**src/rtl/conv_pkg.sv**
```systemverilog
// Shared types and constants for the convolution output sink: widths, image-size
// encodings with their decode, and the sink FSM state encoding.
package conv_pkg;

  localparam int unsigned DATA_WIDTH      = 64;
  localparam int unsigned PIXEL_WIDTH     = 16;
  localparam int unsigned PIXELS_PER_BEAT = DATA_WIDTH / PIXEL_WIDTH;
  localparam int unsigned ADDR_WIDTH      = 14;
  localparam int unsigned SIZE_SEL_WIDTH  = 3;
  localparam int unsigned DIM_WIDTH       = 8;
  localparam int unsigned FIFO_CNT_WIDTH  = 2;

  typedef enum logic [SIZE_SEL_WIDTH-1:0] {
    IMG_4   = 3'd0,
    IMG_8   = 3'd1,
    IMG_16  = 3'd2,
    IMG_32  = 3'd3,
    IMG_64  = 3'd4,
    IMG_128 = 3'd5
  } img_size_e;

  typedef enum logic [1:0] {
    ST_IDLE  = 2'd0,
    ST_RECV  = 2'd1,
    ST_FLUSH = 2'd2,
    ST_DONE  = 2'd3
  } sink_state_e;

  typedef struct packed {
    logic [DIM_WIDTH-1:0]  n;
    logic [ADDR_WIDTH-1:0] e;
  } img_dims_t;

  // Side length N and beats per frame E = N*N/4; reserved codes fall back to 4x4.
  function automatic img_dims_t decode_image_size(input logic [SIZE_SEL_WIDTH-1:0] sel);
    img_dims_t   d;
    int unsigned n;
    case (sel)
      IMG_8:   n = 8;
      IMG_16:  n = 16;
      IMG_32:  n = 32;
      IMG_64:  n = 64;
      IMG_128: n = 128;
      default: n = 4;
    endcase
    d.n = DIM_WIDTH'(n);
    d.e = ADDR_WIDTH'((n * n) / PIXELS_PER_BEAT);
    return d;
  endfunction

endpackage

```
**src/rtl/conv_out_axis_sink_if.sv**
```systemverilog
// AXI-Stream result channel from the convolution datapath into the output sink.
interface conv_out_axis_sink_if;

  logic [conv_pkg::DATA_WIDTH-1:0] tdata;
  logic                            tvalid;
  logic                            tlast;
  logic                            tready;

  modport master (output tdata, output tvalid, output tlast, input  tready);
  modport slave  (input  tdata, input  tvalid, input  tlast, output tready);

endinterface

```
**src/rtl/conv_sink_skid_fifo.sv**
```systemverilog
// Two-entry skid FIFO between the stream acceptor and the BRAM write port.
module conv_sink_skid_fifo
  import conv_pkg::*;
(
  input  logic                      clk,
  input  logic                      rst_n,
  input  logic                      push,
  input  logic [DATA_WIDTH-1:0]     din,
  input  logic                      pop,
  output logic [DATA_WIDTH-1:0]     dout,
  output logic                      full,
  output logic                      empty,
  output logic [FIFO_CNT_WIDTH-1:0] count
);

  logic [DATA_WIDTH-1:0] mem [2];
  logic                  wr_ptr;
  logic                  rd_ptr;
  logic                  do_push;
  logic                  do_pop;

  assign empty   = (count == FIFO_CNT_WIDTH'(0));
  assign full    = (count == FIFO_CNT_WIDTH'(2));
  assign do_pop  = pop && !empty;
  // A full FIFO may still take a beat when the head leaves in the same cycle.
  assign do_push = push && (!full || do_pop);
  assign dout    = mem[rd_ptr];

  always_ff @(posedge clk or negedge rst_n) begin
    if (!rst_n) begin
      mem[0] <= '0;
      mem[1] <= '0;
      wr_ptr <= 1'b0;
      rd_ptr <= 1'b0;
      count  <= '0;
    end else begin
      if (do_push) begin
        mem[wr_ptr] <= din;
        wr_ptr      <= ~wr_ptr;
      end
      if (do_pop) begin
        rd_ptr <= ~rd_ptr;
      end
      case ({do_push, do_pop})
        2'b10:   count <= count + FIFO_CNT_WIDTH'(1);
        2'b01:   count <= count - FIFO_CNT_WIDTH'(1);
        default: count <= count;
      endcase
    end
  end

endmodule

```
**src/rtl/conv_out_axis_sink.sv**
```systemverilog
// Convolution result sink: receives one output-channel frame over AXI-Stream and writes
// it word by word into the output BRAM. Define CONV_SINK_TLAST_CHECK_EN to enable tlast_err.
module conv_out_axis_sink
  import conv_pkg::*;
(
  input  logic                      clk,
  input  logic                      aresetn,
  input  logic                      start,
  input  logic [SIZE_SEL_WIDTH-1:0] IMAGE_SIZE_choose,
  conv_out_axis_sink_if.slave       s_axis,
  input  logic                      bram_wr_ready,
  output logic                      bram_we,
  output logic [ADDR_WIDTH-1:0]     bram_addr,
  output logic [DATA_WIDTH-1:0]     bram_din,
  output logic                      busy,
  output logic                      done,
  output logic                      tlast_err,
  output logic [ADDR_WIDTH-1:0]     beat_count
);

  sink_state_e               state;
  logic [ADDR_WIDTH-1:0]     exp_beats;
  img_dims_t                 size;
  logic                      accept;
  logic                      last_beat;
  logic                      fifo_full;
  logic                      fifo_empty;
  logic [FIFO_CNT_WIDTH-1:0] fifo_count;
  logic                      unused_dim;

  assign size       = decode_image_size(IMAGE_SIZE_choose);
  assign unused_dim = ^size.n;

  assign s_axis.tready = (state == ST_RECV) && !fifo_full;
  assign accept        = s_axis.tvalid && s_axis.tready;
  assign last_beat     = (beat_count == exp_beats - ADDR_WIDTH'(1));
  // Write side depends only on registered FIFO state and the arbiter grant.
  assign bram_we       = !fifo_empty && bram_wr_ready;

  conv_sink_skid_fifo u_fifo (
    .clk   (clk),
    .rst_n (aresetn),
    .push  (accept),
    .din   (s_axis.tdata),
    .pop   (bram_we),
    .dout  (bram_din),
    .full  (fifo_full),
    .empty (fifo_empty),
    .count (fifo_count)
  );

  // Frame sequencing, beat/address counters and the busy/done strobes.
  always_ff @(posedge clk or negedge aresetn) begin
    if (!aresetn) begin
      state      <= ST_IDLE;
      exp_beats  <= '0;
      beat_count <= '0;
      bram_addr  <= '0;
      busy       <= 1'b0;
      done       <= 1'b0;
    end else begin
      done <= 1'b0;
      if (bram_we) begin
        bram_addr <= bram_addr + ADDR_WIDTH'(1);
      end
      case (state)
        ST_IDLE: begin
          if (start) begin
            exp_beats  <= size.e;
            beat_count <= '0;
            bram_addr  <= '0;
            busy       <= 1'b1;
            state      <= ST_RECV;
          end
        end
        ST_RECV: begin
          if (accept) begin
            beat_count <= beat_count + ADDR_WIDTH'(1);
            if (last_beat) begin
              state <= ST_FLUSH;
            end
          end
        end
        ST_FLUSH: begin
          // Leave as soon as the final word is being written.
          if (fifo_empty || (fifo_count == FIFO_CNT_WIDTH'(1) && bram_we)) begin
            busy  <= 1'b0;
            done  <= 1'b1;
            state <= ST_DONE;
          end
        end
        default: begin
          state <= ST_IDLE;
        end
      endcase
    end
  end

`ifdef CONV_SINK_TLAST_CHECK_EN
  // Sticky: tlast must mark exactly beat E-1 of the frame.
  always_ff @(posedge clk or negedge aresetn) begin
    if (!aresetn) begin
      tlast_err <= 1'b0;
    end else if (state == ST_IDLE && start) begin
      tlast_err <= 1'b0;
    end else if (accept && (s_axis.tlast != last_beat)) begin
      tlast_err <= 1'b1;
    end
  end
`else
  logic unused_tlast;
  assign unused_tlast = s_axis.tlast;
  assign tlast_err    = 1'b0;
`endif

endmodule

```
**src/flat_wrapper.sv**
```systemverilog
// flat-port wrapper written by rule: the top's interface ports become plain ports
module conv_out_axis_sink_flat import conv_pkg::*;
  (clk, aresetn, start, IMAGE_SIZE_choose, bram_wr_ready, bram_we, bram_addr, bram_din, busy, done, tlast_err, beat_count, s_axis_tdata, s_axis_tvalid, s_axis_tlast, s_axis_tready);
  conv_out_axis_sink_if s_axis_i ();
  input  logic clk;
  input  logic aresetn;
  input  logic start;
  input  logic [SIZE_SEL_WIDTH-1:0] IMAGE_SIZE_choose;
  input  logic bram_wr_ready;
  output logic bram_we;
  output logic [ADDR_WIDTH-1:0] bram_addr;
  output logic [DATA_WIDTH-1:0] bram_din;
  output logic busy;
  output logic done;
  output logic tlast_err;
  output logic [ADDR_WIDTH-1:0] beat_count;
  input wire logic [$bits(s_axis_i.tdata)-1:0] s_axis_tdata;
  input wire logic [$bits(s_axis_i.tvalid)-1:0] s_axis_tvalid;
  input wire logic [$bits(s_axis_i.tlast)-1:0] s_axis_tlast;
  output wire logic [$bits(s_axis_i.tready)-1:0] s_axis_tready;
  assign s_axis_i.tdata = s_axis_tdata;
  assign s_axis_i.tvalid = s_axis_tvalid;
  assign s_axis_i.tlast = s_axis_tlast;
  assign s_axis_tready = s_axis_i.tready;
  conv_out_axis_sink u_core (.clk(clk), .aresetn(aresetn), .start(start), .IMAGE_SIZE_choose(IMAGE_SIZE_choose), .s_axis(s_axis_i), .bram_wr_ready(bram_wr_ready), .bram_we(bram_we), .bram_addr(bram_addr), .bram_din(bram_din), .busy(busy), .done(done), .tlast_err(tlast_err), .beat_count(beat_count));
endmodule
```
**config.mk**
```make
export PLATFORM = sky130hd
export DESIGN_NAME = conv_out_axis_sink_flat
export DESIGN_NICKNAME = d
export VERILOG_FILES = /design/src/rtl/conv_pkg.sv /design/src/rtl/conv_out_axis_sink_if.sv /design/src/rtl/conv_sink_skid_fifo.sv /design/src/rtl/conv_out_axis_sink.sv /design/src/flat_wrapper.sv
export SDC_FILE = /design/constraint.sdc
export NUM_CORES = 1
export LEC_CHECK = 0
export ABC_AREA = 1
export BUFFER_PORTS_ARGS = -buffer_cell sky130_fd_sc_hd__buf_2
export CAP_MARGIN = 20
export CORE_MARGIN = 10
export CORE_UTILIZATION = 60
export DETAILED_ROUTE_END_ITERATION = 16
export GPL_TIMING_DRIVEN = 1
export PLACE_DENSITY_LB_ADDON = 0.05
export SETUP_SLACK_MARGIN = 0.1
export SYNTH_ARGS = -nofsm -noshare
export SYNTH_HDL_FRONTEND = slang
export SYNTH_SLANG_ARGS = --single-unit
```
**constraint.sdc**
```tcl
create_clock -name clk -period 4.7 [get_ports clk]
set_clock_uncertainty 0.15 [all_clocks]
set_input_delay 0 -clock clk [delete_from_list [all_inputs] [get_ports clk]]
set_output_delay 0 -clock clk [all_outputs]
set_load 0.005 [all_outputs]
```
# Word-level counts from Yosys, hierarchy flattened
# Index checks and enable logic that the tools add are counted.
# W data, S select, Z words.
# op_classes
n_reduce_logical	20
bitwise	4
n_mux	24
add_sub_neg	5
eq_ne	16
mul	1
n_lt_le_gt_ge	3
# ops
op	n
$mux W64	4
$bwmux W128	1
$mux W14	5
$demux W64 S1	1
$pmux W8 S5	1
$add A14 B1 Y14 const B	2
$pmux W14 S2	1
$mul A8 B8 Y16	1
$eq A14 B14 Y1	1
$sub A14 B1 Y14 const B	1
$mux W2	4
$logic_and A1 B1 Y1	7
$eq A2 B1 Y1 const B	3
$eq A2 B2 Y1 const B	3
$eq A3 B2 Y1 const B	2
$eq A3 B3 Y1 const B	2
$pmux W2 S3	1
$reduce_and A3 Y1	2
$reduce_bool A2 Y1	3
$ge A2 B2 Y1 const B	2
$logic_not A2 Y1	2
$mux W1	4
$ne A2 B1 Y1 const B	2
$ne A2 B2 Y1 const B	2
other kinds (12)	16
# word_totals
reg_bits	178
out_inout_bits	97
in_bits	73

# Logic depth before layout (Yosys ltp)
# depth
ltp_word	8
depth_mapped	19
ltp_nobuf	19

# Hierarchy
# From an unflattened synthesis, not the netlist that was laid out.
# hier_totals
cells_unflattened	1244
hier_area_um2	9570.4
# modules_own_cells
mod	area_per_inst_um2	n_inst	seq_area_each_um2	cells_each
conv_sink_skid_fifo	6324.8	1	3303.2	803
conv_out_axis_sink	3245.6	1	1076.0	441

# Worst setup path before layout
# Ideal clock, no wire load.
# synth_timing
kind	input port to flip-flop
startpoint	input port IMAGE_SIZE_choose[1]
endpoint	register u_core.exp_beats[8]
path_stages	10
arrival_ns	1.799
n_path_buf	0
setup_slack_ns	2.619
cell_sequence	inv_1 > nor3_1 > fa_1 > xor2_1 > fa_1 > inv_1 > ha_1 > ha_1 > nor2_1 > o22ai_1
# synth_between
elab_chain_len	3
# synth_rtl
item	line_no	text
start, declared	flat_wrapper.sv:8	input logic [SIZE_SEL_WIDTH-1:0] IMAGE_SIZE_choose;
$eq A3 B3 Y1 (tied with other cells)	conv_pkg.sv:38	case (sel)
$pmux W8 S5 *	conv_pkg.sv:38	
$mul A8 B8 Y16 *	conv_pkg.sv:47	d.e = ADDR_WIDTH'((n * n) / PIXELS_PER_BEAT);
end signal, assigned	conv_out_axis_sink.sv:69	exp_beats <= size.e;
end, declared	conv_out_axis_sink.sv:22	logic [ADDR_WIDTH-1:0] exp_beats;
# Mark *: on every way between the ends. The rest lies on a longest branch, timed or not.
# A chain may end at the register's enable or synchronous reset.

# Worst setup path in the final report
# layout_timing
startpoint	register u_core.state[1]
endpoint	register u_core.exp_beats[2]
# layout_between
elab_chain_len	2
# layout_rtl
item	line_no	text
start, declared	conv_out_axis_sink.sv:21	sink_state_e state;
start signal, assigned	conv_out_axis_sink.sv:55	state <= ST_IDLE;
start signal, assigned	conv_out_axis_sink.sv:73	state <= ST_RECV;
start signal, assigned	conv_out_axis_sink.sv:80	state <= ST_FLUSH;
$logic_not A2 Y1	conv_out_axis_sink.sv:66	case (state)
$reduce_and A2 Y1 (no source line)	n/a	
# No other way between the ends.

==> results.md <==
* Number of detailed-route iterations in the first pass at 5
* Comb power frac at 0.407
* Initial Util at 0.608
* CP arrival at 2.88 ns
* Die height at 141 µm
* Layout cells sized above 1 at 0.225
* Status: finished clean
* Number of I/O pins at 170
* DRC Markers at 0
* Sw Ratio at 0.365
* Synth unique cells at 36
* Final Hold Viols at 0
* Horiz. Die Dim at 141 µm
* Int Pwr at 0.00434 W
* Hold Crit Class: in -> async
* Largest net degree at the start of global routing at 130
* Flop-to-flop setup slack at between 2 and 2.5 ns
* Dpl cell area at 9790 µm²
* Hold_ws at slightly above 0.01 ns
* Most frequent cells in the layout: nand2_1 (216), dfrtp_1 (174), buf_2 (166)
* TritonCTS buffer count at 17
* #FFs+latches synth at between 150 and 200
* Clock network power share at 0.227
* Unrepaired setup endpoints after global routing: no
* Worst skew pair latency at 0.43 ns
* CTS sink cnt at 175
* Tmin final at roughly 2.7 ns
* Post-Synthesis Cells at just under 1,000
* Root Driver: clkbuf_16
* Clk buf depth at 2
* Post-Syn Area at 8760 µm²
* Final Cell Area at 11,200 µm²
* Psw at around 0.0025 W
* Vias in the first global route at approximately 7,300
* Post-route antenna net violation count at 0
* H-tree depth at 4
* Iteration-0 DRC Markers at 391
* Max VDD drop at 0.279 mV
* Setup Viol. Count Final at 0
* Global route total overflow at 0
* FFs w/ async S/R, synth at 1.00
* PortBufs at 167
* Seq pwr share at 0.366
* Top post-synthesis cells by area: dfrtp_1 (50%), nand2_1 (9.3%), o21ai_0 (8.9%)
* Cells on worst reg2reg path at 7
* Syn Area/Cell at 9.00 µm²
* Worst setup EP type: flip-flop
* Core Util, Final at 0.776
* Share of the synthesized area in the top cell type at 0.500
* CTS tree: built
* Maxcap violations at 0
* Leakage at 5.59 nW
* Worst Setup Slack, final at a little over 2 ns
* Slew headroom at 0.405
* Clock-pin slew on the worst setup and hold paths at approximately 0.06 ns
* Row cnt at 44
* Number of enable flip-flop cells after synthesis at 0
* DP Worst Slack at approximately 2.1 ns
* Worst r2r src: u_core.state[1]
* Final wirelength at 21,200 µm
* Gr usage total at 0.213
* Most common cell after layout, fill and taps aside: nand2_1
* DP Wirelength at 13,700 µm
* Critical path fanouts, max at 24
* Setup Total Neg Slack at 0 ns
* Top FF cell, synth: dfrtp_1
* CP Launch Type: flip-flop
* Ys Warns at 0
* CTS resizes at 0
* Final max-slew violation count at 0
* Die ar. at 19,800 µm²
* Worst-margin pin slew at approximately 0.89 ns
* Placer Congestion at 0.812
* CP Data Required Time at 4.91 ns
* Reg-to-Reg End: u_core.exp_beats[2]
* First-pass GRT wire length at 34,900 µm
* Vias per inst at 5.15
* Crit path kind: reg -> reg
* Routed len/inst at 15.0 µm
* Tcrit/Tclk final at 0.568
* Synth-to-Final Area Change at 27.8%
* Leading area contributor after synthesis: dfrtp_1
* Total Nets Final at 1,328
* Part of the Yosys area used for sequential elements at 0.500
* DR vias at between 7,000 and 8,000
* Initial antenna violation count at 0
* FMAX at 375 MHz
* Power per cell area at 611 nW/µm²
* Core area at 14,400 µm²
registers in the layout (all words and copies together) (netlist names):
name,cells
u_core.busy,1
u_core.beat_count,14
u_core.bram_addr,14
u_core.u_fifo.rd_ptr,1
u_core.u_fifo.wr_ptr,1
u_core.state,2
u_core.u_fifo.mem,128
u_core.done,1
u_core.exp_beats,11
u_core.u_fifo.count,2
worst max-delay path, cell delays in order (launching register included):
cell and delay (ns):
dfrtp_1 0.43, inv_1 0.10, ha_1 0.16, nand2_1 0.31, inv_1 0.64, nand2_1 0.11
o22ai_1 0.13, dlygate4sd3_1 0.57
metrics by stage:
| stage | std cells | total power [W] |
|---|---|---|
| 6_report | 1414 | 0.00685 |
| 4_1_cts | 1412 | 0.00680 |
| 3_3_place_gp | 1308 | 0.00507 |
| 5_1_grt | 1413 | 0.00739 |
| 2_1_floorplan | 991 | 0.00421 |
| 3_5_place_dp | 1308 | 0.00516 |
timing repair:
action | CTS | global route
hold endpoints to repair | 207 | 0
hold buffers | 72 | 0
buffers inserted | 0 | 0
power by group through the flow:
stage / sequential, W / combinational [W] / clock, W
after global placement: 0.00261 / 0.00246 / 0
final: 0.00251 / 0.00278 / 0.00156
after global routing: 0.00259 / 0.00316 / 0.00164
after floorplan: 0.00242 / 0.00179 / 0
after detailed placement: 0.00264 / 0.00253 / 0
after CTS: 0.00262 / 0.00261 / 0.00158
layer usage:
metal  GRT usage  vias to the layer above  part of all wire
met4      0.0891                        0             0.026
met2       0.364                      185              0.51
met1       0.258                     3474              0.42
li1            -                     3582                 -
met3      0.0413                       42             0.046
met5           0                        -                 0
worst max path at each step:
| stage | startpoint | slack [ns] | depth (start not counted) | endpoint |
|---|---|---|---|---|
| 6_report | u_core.state[1] | 2.03 | 7 | u_core.exp_beats[2] |
| 5_1_grt | u_core.state[0] | 1.73 | 7 | u_core.exp_beats[2] |
| 4_1_cts | u_core.state[0] | 2.04 | 7 | u_core.exp_beats[2] |
| 3_5_place_dp | u_core.state[1] | 2.10 | 8 | u_core.u_fifo.mem[76] |
| 3_3_place_gp | u_core.state[1] | 2.16 | 8 | u_core.u_fifo.mem[73] |
| 2_1_floorplan | IMAGE_SIZE_choose[1] | 2.62 | 10 | u_core.exp_beats[8] |
cells in the mapped netlist, types with 5 or more instances:
library cell and n:
nor2_1 47, inv_1 131, nand3_1 17, nor3_1 13, clkbuf_1 22, mux2_1 6
buf_2 13, xor2_1 9, o21ai_0 156, dfrtp_1 175, fa_1 8, nand2_1 216
a21oi_1 22, xnor2_1 9, mux2_2 58, nand4_1 5, ha_1 31
logic make-up (layout without fill, tap and decap cells):
logic type	count (synthesis)	after routing	synth area share
mux	64	64	0.0822
fa+ha+maj	39	39	0.0625
flops	175	175	0.500
other cells	2	20	0.000857
simple gates	315	315	0.150
compound gates	189	189	0.110
xor+xnor	18	18	0.0180
buf+inv	172	410	0.0760
layout make-up:
type / count / area (µm²)
flip-flops and latches: 175 / 4380
multi-input cells: 644 / 3790
fillers: 1024 / 3220
repair buffers: 245 / 1640
inverters: 133 / 499
clock buffers: 20 / 447
well taps: 184 / 230
clock inverters: 12 / 208
diodes: 1 / 2.50
Note: power is estimated with default switching activity, not from simulation.
